### src/rtl/seq_multiplier.sv
// rtl/seq_multiplier.sv - iterative shift-and-add WIDTH x WIDTH multiplier with start/done handshake
// Optional signed two's-complement mode enabled by defining SEQ_MULT_SIGNED_EN.
module seq_multiplier #(
    parameter int WIDTH = 8
) (
    input  logic                 clk,
    input  logic                 rst,
    input  logic                 start,
    input  logic [WIDTH-1:0]     A,
    input  logic [WIDTH-1:0]     B,
`ifdef SEQ_MULT_SIGNED_EN
    input  logic                 signed_mode,
`endif
    output logic                 busy,
    output logic                 done,
    output logic [2*WIDTH-1:0]   product
);

    localparam int PW = 2 * WIDTH;
    localparam int CW = ($clog2(WIDTH) < 1) ? 1 : $clog2(WIDTH);
    localparam logic [CW-1:0] LAST_COUNT = CW'(WIDTH - 1);

    localparam logic [1:0] S_IDLE = 2'd0;
    localparam logic [1:0] S_RUN  = 2'd1;
    localparam logic [1:0] S_DONE = 2'd2;

    logic [1:0]       state;
    logic [PW-1:0]    mcand;
    logic [PW-1:0]    acc;
    logic [PW-1:0]    acc_next;
    logic [PW-1:0]    mcand_init;
    logic [WIDTH-1:0] mplier;
    logic [CW-1:0]    count;
    logic             last_step;

    assign last_step = (count == LAST_COUNT);

`ifdef SEQ_MULT_SIGNED_EN
    logic sgn;

    assign mcand_init = signed_mode ? {{WIDTH{A[WIDTH-1]}}, A} : {{WIDTH{1'b0}}, A};

    // On the final step mplier[0] is the captured B sign bit, whose weight is negative.
    always_comb begin
        acc_next = acc;
        if (mplier[0]) begin
            if (sgn && last_step) begin
                acc_next = acc - mcand;
            end else begin
                acc_next = acc + mcand;
            end
        end
    end
`else
    assign mcand_init = {{WIDTH{1'b0}}, A};

    always_comb begin
        acc_next = acc;
        if (mplier[0]) begin
            acc_next = acc + mcand;
        end
    end
`endif

    always_ff @(posedge clk) begin
        if (rst) begin
            state   <= S_IDLE;
            mcand   <= '0;
            mplier  <= '0;
            acc     <= '0;
            count   <= '0;
            product <= '0;
`ifdef SEQ_MULT_SIGNED_EN
            sgn     <= 1'b0;
`endif
        end else begin
            case (state)
                S_IDLE: begin
                    if (start) begin
                        mcand  <= mcand_init;
                        mplier <= B;
                        acc    <= '0;
                        count  <= '0;
`ifdef SEQ_MULT_SIGNED_EN
                        sgn    <= signed_mode;
`endif
                        state  <= S_RUN;
                    end
                end
                S_RUN: begin
                    acc    <= acc_next;
                    mcand  <= mcand << 1;
                    mplier <= mplier >> 1;
                    count  <= count + CW'(1);
                    if (last_step) begin
                        product <= acc_next;
                        state   <= S_DONE;
                    end
                end
                S_DONE: begin
                    state <= S_IDLE;
                end
                default: begin
                    state <= S_IDLE;
                end
            endcase
        end
    end

    assign busy = (state != S_IDLE);
    assign done = (state == S_DONE);

endmodule

### config.mk
export PLATFORM = sky130hd
export DESIGN_NAME = seq_multiplier
export DESIGN_NICKNAME = d
export VERILOG_FILES = /design/src/rtl/seq_multiplier.sv
export SDC_FILE = /design/constraint.sdc
export NUM_CORES = 1
export LEC_CHECK = 0
export BUFFER_PORTS_ARGS = -buffer_cell sky130_fd_sc_hd__buf_4
export CAP_MARGIN = 10
export CORE_MARGIN = 2
export CORE_UTILIZATION = 51
export CTS_CLUSTER_DIAMETER = 30
export DETAILED_ROUTE_END_ITERATION = 10
export PLACE_DENSITY = 0.71
export SLEW_MARGIN = 20
export SYNTH_ARGS = -nofsm -noshare
export SYNTH_HDL_FRONTEND = slang
export SYNTH_SLANG_ARGS = --single-unit
### constraint.sdc
create_clock -name clk -period 4.1 [get_ports clk]
set_input_delay 0.41 -clock clk [delete_from_list [all_inputs] [get_ports clk]]
set_output_delay 0.41 -clock clk [all_outputs]
set_load 0.02 [all_outputs]
Word level (Yosys, flattened, before mapping)
Cells that the tools add are included.
{"block": "totals", "regBits": 61, "word_cells": 31, "in_bits": 19}
{"block": "classes", "add_sub_neg": 2, "mux": 12, "n_eq_ne": 5, "n_reduce_logical": 6}
{"op": "$pmux W16 S2", "count": 2}
{"op": "$mux W16", "count": 3}
{"op": "$add A16 B16 Y16", "count": 1}
{"op": "$pmux W8 S2", "count": 1}
{"op": "$mux W8", "count": 1}
{"op": "$pmux W3 S2", "count": 1}
{"op": "$reduce_and A2 Y1", "count": 3}
{"op": "$mux W2", "count": 2}
{"op": "$ne A2 B2 Y1 const B", "count": 2}
{"op": "$pmux W2 S2", "count": 1}
{"op": "$reduce_bool A2 Y1", "count": 2}
{"op": "$add A3 B1 Y3 const B", "count": 1}
{"op": "$eq A3 B3 Y1 const B", "count": 1}
{"op": "$mux W3", "count": 1}
{"op": "$eq A2 B1 Y1 const B", "count": 1}
{"op": "$eq A2 B2 Y1 const B", "count": 1}
{"op": "$logic_not A2 Y1", "count": 1}

Logic depth before layout (Yosys ltp)
Gate-level depths: netlist of the first run.
{"block": "depth", "depth_word": 3, "mapped_depth": 8}

Least setup slack after synthesis of the first run
No wires, ideal clock.
{"block": "synth_path", "kind": "reg-to-reg", "startpoint": "register mcand[0]", "endpoint": "register product[14]", "path_buffers": 0, "synth_period_minus_slack_ns": 2.192, "arrival_ns": 2.126, "stages_incl_launch_ff": 9, "slack_ns": 1.908, "cell_sequence": "dfxtp_1 -> ha_1 -> fa_1 -> a21oi_1 -> o211a_1 -> o31a_4 -> o31ai_4 -> mux2_2 -> a21oi_2"}
{"block": "synth_between", "elab_chain_len": 2}
{"element": "start, declared", "line_no": "28", "text": "logic [PW-1:0] mcand;"}
{"element": "start signal, assigned", "line_no": "80", "text": "mcand <= mcand_init;"}
{"element": "start signal, assigned", "line_no": "92", "text": "mcand <= mcand << 1;"}
{"element": "$add A16 B16 Y16", "line_no": "60", "text": "acc_next = acc + mcand;"}
{"element": "$mux W16", "line_no": "59", "text": "if (mplier[0]) begin"}
{"element": "end signal, assigned", "line_no": "96", "text": "product <= acc_next;"}
{"element": "end, declared", "line_no": "16", "text": "output logic [2*WIDTH-1:0] product"}
Every way passes these cells.
A chain may end at the register's enable or synchronous reset.

Worst setup path in the final report of the first run
Ends and elaborated chain as after synthesis.

==> flow_summary_export.csv, run 1 <==
group,metric,value,unit
clock_network,cts_max_level,3,
clock_network,post_cts_buffers,0,
final_layout,antenna_cells,0,
pwr,powerDensity,325.4,nW/um^2
final_layout,multiInputGateArea,1994,um^2
final_layout,nNetsFinal,457,
drt,ant_nets,0,
sta,finalCriticalPeriod,2.365,ns
floorplan,die_area,7356,um^2
final_layout,area_growth,11.56,%
worst_setup_path,reg2regPathDepth,8,
synthesis,synth_nets,433,
final_layout,final_cell_mix,"dfxtp_1, nor2_1, a21oi_1, buf_4, nand2_1",
placed_design,dp_hpwl,5398,um
synthesis,synthCells,396,
grt,gr-usage-all-layers,23.67,%
clock_network,path_clk_slew,0.07,ns
placed_design,placed_cells_incl_taps,486,
worst_setup_path,crit_type,"flop to flop",
floorplan,die_h,85.77,um
floorplan,num_rows,29,
worst_hold_path,worstHoldStart,"A[0]",
synthesis,synth_edf_count,0,
sta,worstMarginPinSlew,0.8167,ns
drt,dr.first_iter.drc_count,147,
worst_setup_path,worstReg2RegStart,"mcand[0]",
worst_hold_path,hold-path-cell-count,3,
clock_network,clk_latency,0.35,ns
grt,grt_pass1_wl,13600,um
synthesis,syn_area,3410,um^2
sta,fin_setup_tns,0,ns
synthesis,ys.flop_type,"dfxtp_1",
worst_setup_path,required,4.39,ns
sta,fmax,422.8,MHz
synthesis,async_reset_ff_share,0,%
placed_design,portBuffers,36,
sta,finalMaxSlewViolations,0,
sta,skew,0.007350,ns
synthesis,yosysWarnings,0,
grt,overflow,0,
clock_network,cts_resized,0,
final_layout,fin_util,59.22,%
worst_setup_path,rrSetupSlack,1.73,ns
clock_network,cts_buffers,9,
synthesis,yosysUniqueCellTypes,51,
worst_setup_path,reg2reg_to,"product[14]",
drt,firstDrtPassIters,7,
synthesis,syn_avg_cell_area,8.610,um^2
status,status,"finished clean",
clock_network,cts_buffer_depth,2,
drt,dr_total_vias,2975,
clock_network,hold_buffers,0,
worst_hold_path,hold_class,"input pin to flop",
floorplan,die_w,85.77,um
synthesis,synth_seq_area_share,35.82,%
drt,via_per_inst,5.950,
sta,hold-worst-slack,0.3262,ns
final_layout,nFillCells,594,
clock_network,clock_sinks,61,
placed_design,routabilityCongestion,0.8770,
floorplan,initial_core_util,53.09,%
worst_setup_path,crit_fanout,3,
final_layout,stdcell_count,500,
final_layout,register_area,1221,um^2
sta,max-slew-margin-rel,45.50,%
drt,drc_errors,0,
worst_setup_path,worstSetupEndpointType,"flop",
floorplan,coreArea,6422,um^2
pwr,p_leak,1.584,nW
sta,fin_crit_sh,57.69,%
run,drv_cap,0,
final_layout,final_common_cell,"dfxtp_1",
drt,wl,8025,um
sta,rsz0062_at_grt,"false",
pwr,vdd_drop_max,0.2424,mV
drt,avgRoutedWirePerCell,16.05,um
grt,grt_max_degree,38,
worst_hold_path,hold_end,"mcand[0]",
sta,finalSetupViolCount,0,
sta,finalHoldViolCount,0,
clock_network,cts_root_buffer,"clkbuf_8",
grt,grt_antenna_before_repair,0,
floorplan,pin_count,37,
worst_setup_path,crit_arrival,2.65,ns
final_layout,drive_gt1_share,19.39,%
clock_network,cts_tree,"yes",
grt,grt_pass1_vias,2780,
synthesis,ys_seq_elements,61,
worst_setup_path,start_kind,"flop",
## synth_stat cells (all sizes together), types with 3 or more instances
cell / number / share of area, %
mux2: 6 / 2.0
a22o: 5 / 1.3
a22oi: 17 / 3.7
nor3: 6 / 0.88
a31oi: 4 / 0.73
dfxtp: 61 / 36
nand4: 3 / 0.55
mux2i: 4 / 1.2
ha: 17 / 6.2
xnor2: 8 / 2.1
inv: 5 / 0.55
xor2: 3 / 0.77
a211oi: 7 / 1.7
nor2b: 19 / 3.5
a21oi: 46 / 6.9
a21o: 4 / 0.92
o221a: 14 / 4.6
o21a: 4 / 0.88
a32oi: 3 / 0.77
o21ai: 17 / 2.5
clkbuf: 26 / 4.1
nand2: 30 / 3.3
o211ai: 6 / 1.3
nand3: 4 / 0.59
nor2: 51 / 5.6
## power breakdown
group          internal [mW]  switching, mW
Sequential             0.610         0.0163
Combinational         0.0626         0.0826
Clock                  0.243          0.223
Total                  0.916          0.322
## area by class of cell
class / count / share of cell area, %
clock buffer: 12 / 4.079
clock inverter: 2 / 0.2632
inverter: 5 / 0.4934
multi-input combinational: 302 / 52.43
sequential: 61 / 32.11
tap: 77 / 2.533
timing repair buffer: 41 / 8.092
## metal layers
layer | vias to the layer above | track usage [%] | wire, um
li1 | 1497 | - | -
met1 | 1400 | 32.66 | 4033
met2 | 62 | 35.01 | 3500
met3 | 16 | 5.775 | 309
met4 | 0 | 10.53 | 182
met5 | - | 0 | 0
## state kept, by name, summed over array words and instances (netlist names)
| signal | count |
|---|---|
| acc | 16 |
| count | 3 |
| mcand | 16 |
| mplier | 8 |
| product | 16 |
| state | 2 |
## worst max-delay path by stage
stage              from           to  slack [ns]
6_report       mcand[0]  product[14]        1.73
5_1_grt        mcand[0]  product[14]        1.61
4_1_cts        mcand[0]  product[14]        1.74
3_5_place_dp   mcand[0]  product[14]        1.76
3_3_place_gp   mcand[0]  product[14]        1.79
2_1_floorplan  mcand[0]  product[14]        1.91
## worst max-delay path: stages (launching register included)
cell and delay [ns]:
dfxtp_1 0.36, ha_1 0.22, fa_1 0.24, a21oi_1 0.09, o211a_1 0.27, o31a_4 0.37
o31ai_4 0.27, mux2_2 0.37, a21oi_2 0.10
## through the flow
step | cell area [um^2] | worst slack, ns | power (mW)
2_1_floorplan | 3410 | 1.908 | 0.7503
3_3_place_gp | 3638 | 1.788 | 0.7822
3_5_place_dp | 3638 | 1.760 | 0.7839
4_1_cts | 3804 | 1.736 | 1.251
5_1_grt | 3804 | 1.606 | 1.296
6_report | 3804 | 1.735 | 1.238
## logic make-up (layout without fill, tap and decap cells)
group / count (synthesis) / count (layout) / share of synthesized area (%)
mux: 10 / 10 / 3.156
buf+inv: 33 / 60 / 5.688
xor+xnor: 11 / 11 / 2.826
fa+ha+maj: 18 / 18 / 6.826
simple gates: 125 / 125 / 16.84
flops: 61 / 61 / 35.82
compound gates: 138 / 138 / 28.84
No activity file was read; power rests on OpenSTA's default activity.
==> run 2: changes to the inputs <==
==> constraint.sdc (replaced) <==
create_clock -name clk -period 2.2 [get_ports clk]
set_input_delay 0.22 -clock clk [delete_from_list [all_inputs] [get_ports clk]]
set_output_delay 0.22 -clock clk [all_outputs]
set_load 0.02 [all_outputs]
==> flow_summary_export.csv, run 2 (same netlist as run 1, synthesis figures left out) <==
group,metric,value,unit
status,status,"complete, but fails checks",
status,failed_checks,"setup timing",
pwr,p_switching,0.6392,mW
sta,skew,0.008941,ns
grt,grt_max_degree,38,
grt,grt_antenna_before_repair,0,
final_layout,fin_area,4121,um^2
clock_network,cts_max_level,3,
final_layout,antenna_cells,0,
placed_design,routabilityCongestion,0.9151,
final_layout,area_growth,20.88,%
floorplan,coreArea,6422,um^2
floorplan,num_rows,29,
worst_hold_path,hold-path-cell-count,3,
worst_setup_path,start_kind,"flop",
grt,grt_pass1_wl,13790,um
sta,worstMarginPinSlew,0.4943,ns
sta,finalSetupViolCount,2,
worst_setup_path,worstSetupEndpointType,"flop",
drt,drc_errors,0,
worst_setup_path,required,2.48,ns
final_layout,drive_gt1_share,28.98,%
pwr,pwr-share-clk,36.8,%
final_layout,nNetsFinal,485,
pwr,vdd_drop_max,0.4068,mV
sta,finalHoldViolCount,0,
drt,avgRoutedWirePerCell,16.51,um
floorplan,die_area,7356,um^2
pwr,power_frac_seq,49.8,%
worst_setup_path,reg2reg_to,"product[14]",
clock_network,cts_buffer_depth,2,
final_layout,stdcell_count,529,
sta,setup_slack,-0.01670,ns
worst_setup_path,rrSetupSlack,-0.02,ns
worst_setup_path,reg2regPathDepth,8,
worst_setup_path,setup.worst_path.start,"mcand[0]",
final_layout,reg_top3,"acc (16), mcand (16), product (16)",
placed_design,placed_cells_incl_taps,510,
pwr,power_frac_comb,13.4,%
placed_design,dp_hpwl,5939,um
floorplan,die_h,85.77,um
worst_setup_path,crit_arrival,2.49,ns
clock_network,clk_latency,0.34,ns
floorplan,pin_count,37,
placed_design,portBuffers,36,
run,drv_cap,0,
floorplan,die_w,85.77,um
worst_hold_path,hold_end,"mplier[7]",
grt,grt_pass1_vias,2857,
sta,finalCriticalPeriod,2.217,ns
worst_hold_path,hold_class,"input pin to flop",
pwr,powerDensity,569.1,nW/um^2
sta,fmax,451.1,MHz
drt,via_per_inst,5.870,
worst_setup_path,crit_fanout,3,
sta,rsz0062_at_grt,"true",
clock_network,hold_buffers,0,
worst_setup_path,crit_type,"flop to flop",
pwr,switching_share,27.25,%
final_layout,nFillCells,550,
sta,finalMaxSlewViolations,0,
worst_setup_path,worstReg2RegStart,"mcand[0]",
clock_network,clock_sinks,61,
final_layout,final_common_cell,"buf_4",
worst_hold_path,worstHoldStart,"B[7]",
drt,ant_nets,0,
grt,overflow,0,
placed_design,dpl-instance-area,3819,um^2
drt,wl,8734,um
clock_network,cts_root_buffer,"clkbuf_8",
drt,dr.first_iter.drc_count,167,
clock_network,cts_buffers,9,
final_layout,final_cell_mix,"buf_4, dfxtp_1, nor2_1, a21oi_1, nand2_1",
clock_network,path_clk_slew,0.07,ns
pwr,internal_power,1.706,mW
clock_network,cts_tree,"yes",
grt,gr-usage-all-layers,23.88,%
pwr,p_leak,1.724,nW
drt,dr_total_vias,3105,
sta,fin_crit_sh,100.8,%
drt,firstDrtPassIters,6,
floorplan,initial_core_util,53.09,%
sta,max-slew-margin-rel,67.05,%
==> run 2: what timing repair did <==
item,in CTS,in global routing
cloned,0,0
setup endpoints to repair,1,8
pin swaps,2,15
setup buffers,0,4
resized for setup,2,22
==> run 2: power groups by stage <==
stage               Combinational [mW]  Sequential [mW]  Clock [mW]
CTS                              0.294             1.17       0.877
floorplan                        0.219             1.18           0
global placement                 0.287             1.19           0
global route                     0.348             1.17       0.930
detailed placement               0.292             1.19           0
finish                           0.314             1.17       0.862
==> run 2: metal layers <==
metal | GRT usage, % | vias up | wire length (um)
li1 | - | 1555 | -
met1 | 32.66 | 1476 | 4214
met2 | 38.42 | 64 | 3987
met3 | 4.331 | 10 | 426
met5 | 0 | - | 0
met4 | 7.359 | 0 | 106
==> run 2: how the worst max path moves through the flow <==
stage	slack (ns)	cells past startpoint	endpoint
CTS	0.02	8	product[14]
finish	-0.02	8	product[14]
floorplan	0.008	8	product[14]
global route	-0.09	8	product[14]
detailed placement	-0.01	8	product[14]
global placement	-0.008	8	product[14]
==> run 2: critical path, cell delays in order, from the launching register on <==
cell,delay [ns]
dfxtp_2,0.36
ha_4,0.15
fa_2,0.22
a21oi_2,0.07
o211a_1,0.27
o31a_4,0.39
o31ai_4,0.25
mux2_4,0.33
a21oi_2,0.11
==> run 2: area by class of cell <==
cell class              instances  area (um^2)  share of cell area, %
clock buffers                  10        137.6                  3.339
clock inverters                 5        27.53                 0.6679
inverters                       5        18.77                 0.4554
multi-input cells             302         2085                  50.58
flip-flops and latches         61         1231                  29.87
well taps                      77        96.34                  2.338
repair buffers                 69        525.5                  12.75
==> run 2: stage by stage <==
step	worst slack, ns	hold slack (ns)	setup TNS [ns]	power, mW	util [%]
finish	-0.01670	0.1438	-0.02718	2.346	64.17
CTS	0.01572	0.1314	0	2.336	62.11
floorplan	0.007718	0.3873	0	1.398	-
detailed placement	-0.01248	0.4572	-0.01248	1.482	59.46
global placement	-0.007511	0.4449	-0.007511	1.476	59.46
global route	-0.08535	0.1435	-0.1737	2.450	64.17
==> run 3: changes to the inputs <==
--- a/config.mk
+++ b/config.mk
@@ -7,7 +7,7 @@
 export LEC_CHECK = 0
 export BUFFER_PORTS_ARGS = -buffer_cell sky130_fd_sc_hd__buf_4
 export CAP_MARGIN = 10
-export CORE_MARGIN = 2
+export CORE_MARGIN = 5
 export CORE_UTILIZATION = 51
 export CTS_CLUSTER_DIAMETER = 30
 export DETAILED_ROUTE_END_ITERATION = 10
==> flow_summary_export.csv, run 3 (same netlist as run 1, synthesis figures left out) <==
group,metric,value,unit
worst_setup_path,crit_fanout,3,
worst_setup_path,critical_path.cell_chain,"ha_4 -> fa_2 -> a21oi_1 -> o211a_1 -> o31a_4 -> o31ai_4 -> mux2_4 -> a21oi_2",
clock_network,cts_max_level,3,
sta,fmax,469.7,MHz
worst_hold_path,hold_end,"mplier[7]",
drt,topRoutingLayerUsed,"met4",
floorplan,num_rows,29,
final_layout,nNetsFinal,477,
sta,finalSetupViolCount,0,
final_layout,register_area,1224,um^2
drt,dr_wl_met3,376,um
placed_design,portBuffers,36,
grt,grt_pass1_vias,2945,
worst_hold_path,hold_class,"input pin to flop",
sta,finalMaxSlewViolations,0,
drt,route.met2.wl,4086,um
sta,rsz0062_at_grt,"true",
worst_setup_path,critPathMaxStageDelay,0.37,ns
clock_network,cts_buffers,9,
final_layout,reg_top3,"acc (16), mcand (16), product (16)",
worst_hold_path,hold-path-cell-count,3,
clock_network,path_clk_slew,0.07,ns
final_layout,final_common_cell,"buf_4",
placed_design,routabilityCongestion,0.9024,
clock_network,cts_buffer_depth,2,
floorplan,pin_count,37,
floorplan,die_w,91.77,um
worst_setup_path,start_kind,"flop",
floorplan,die_area,8421,um^2
final_layout,final_cell_mix,"buf_4, dfxtp_1, nor2_1, a21oi_1, nand2_1",
status,status,"finished clean",
pwr,powerDensity,628.7,nW/um^2
clock_network,cts_tree,"yes",
worst_setup_path,crit_type,"flop to flop",
worst_setup_path,crit_family,"compound AO/OA/AOI/OAI gates",
drt,firstDrtPassIters,5,
drt,drc_errors,0,
drt,avgRoutedWirePerCell,16.91,um
drt,ant_nets,0,
sta,fin_setup_tns,0,ns
pwr,power,2.562,mW
pwr,vdd_drop_max,0.4612,mV
floorplan,coreArea,6422,um^2
final_layout,multiInputGateArea,2064,um^2
placed_design,dp_hpwl,6020,um
sta,worstMarginPinSlew,0.7944,ns
sta,finalHoldViolCount,0,
floorplan,die_h,91.77,um
drt,wl,8826,um
sta,finalCriticalPeriod,2.129,ns
grt,grt_antenna_before_repair,0,
grt,grt_pass1_wl,14570,um
worst_hold_path,worstHoldStart,"B[7]",
sta,skew,0.009978,ns
worst_setup_path,worstReg2RegStart,"mcand[0]",
floorplan,initial_core_util,53.09,%
grt,grt_max_degree,36,
grt,overflow,0,
sta,hold-worst-slack,0.1396,ns
drt,m1WireLength,4238,um
pwr,p_leak,1.695,nW
drt,dr.first_iter.drc_count,214,
sta,fin_crit_sh,96.77,%
clock_network,clock_sinks,61,
clock_network,cts_root_buffer,"clkbuf_8",
worst_setup_path,crit_arrival,2.41,ns
final_layout,area_growth,19.52,%
grt,gr-usage-all-layers,21.50,%
final_layout,nFillCells,569,
clock_network,hold_buffers,0,
worst_setup_path,path_buf_inv,0,
drt,via_per_inst,5.943,
worst_setup_path,reg2reg_to,"product[14]",
clock_network,post_cts_buffers,0,
drt,dr_total_vias,3102,
worst_setup_path,required,2.48,ns
worst_setup_path,crit_slowest_cell,"o31a_4",
final_layout,drive_gt1_share,26.29,%
clock_network,clk_latency,0.35,ns
final_layout,antenna_cells,0,
worst_setup_path,worstSetupEndpointType,"flop",
run,drv_cap,0,
worst_setup_path,reg2regPathDepth,8,
sta,max-slew-margin-rel,46.48,%
worst_setup_path,rrSetupSlack,0.07,ns
[run 3: cell types whose count changed in the layout (fill, tap and decap cells not counted), moves of 2 or more]
| cell | change |
|---|---|
| bufinv_16 | +2 |
| dfxtp_2 | -3 |
| buf_6 | -2 |
| a21oi_2 | -2 |
| dfxtp_1 | +4 |
| buf_4 | -6 |
| a21oi_1 | +2 |
[run 3: how the worst max path moves through the flow]
| stage | cells after the start | start | to | slack, ns |
|---|---|---|---|---|
| finish | 8 | mcand[0] | product[14] | 0.07 |
| detailed placement | 8 | mcand[0] | product[14] | -0.01 |
| floorplan | 8 | mcand[0] | product[14] | 0.008 |
| global route | 8 | mcand[0] | product[8] | -0.02 |
| global placement | 8 | mcand[0] | product[14] | -0.007 |
| CTS | 8 | mcand[0] | product[14] | 0.04 |
[run 3: timing repair]
item                                    4_1_cts  5_1_grt
endpoints found under the setup margin        2        7
pin swaps                                     2        5
resized for setup                             3       12
[run 3: worst min-delay path, stage by stage]
cell and delay, ns:
buf_4 0.08, a32oi_1 0.08, nor2_1 0.07
[run 3: through the flow]
step	std cells	area, um^2	utilization [%]	setup WS [ns]
2_1_floorplan	396	3410	-	0.007718
3_3_place_gp	506	3789	58.99	-0.006993
3_5_place_dp	506	3789	58.99	-0.01299
4_1_cts	522	4011	62.46	0.04373
5_1_grt	522	4075	63.45	-0.01645
6_report	522	4075	63.45	0.07117
[run 3: layout make-up]
class	instances	area share, %
multi-input combinational	302	50.66
sequential	61	30.03
timing repair buffer	61	11.24
clock buffer	9	3.040
tap	77	2.364
clock inverter	7	2.211
inverter	5	0.4605
[run 3: report_power, final]
| group | leakage (nW) | total, mW | switching (mW) | internal [mW] |
|---|---|---|---|---|
| clock network | 0.105 | 1.09 | 0.463 | 0.631 |
| registers | 0.497 | 1.17 | 0.0309 | 1.14 |
| logic | 1.09 | 0.301 | 0.167 | 0.134 |
| total | 1.70 | 2.56 | 0.661 | 1.90 |
[run 3: routing by layer]
| layer | vias to the layer above | track usage, % |
|---|---|---|
| li1 | 1543 | - |
| met1 | 1480 | 29.04 |
| met2 | 69 | 33.78 |
| met3 | 10 | 4.828 |
| met4 | 0 | 7.673 |
| met5 | - | 0 |
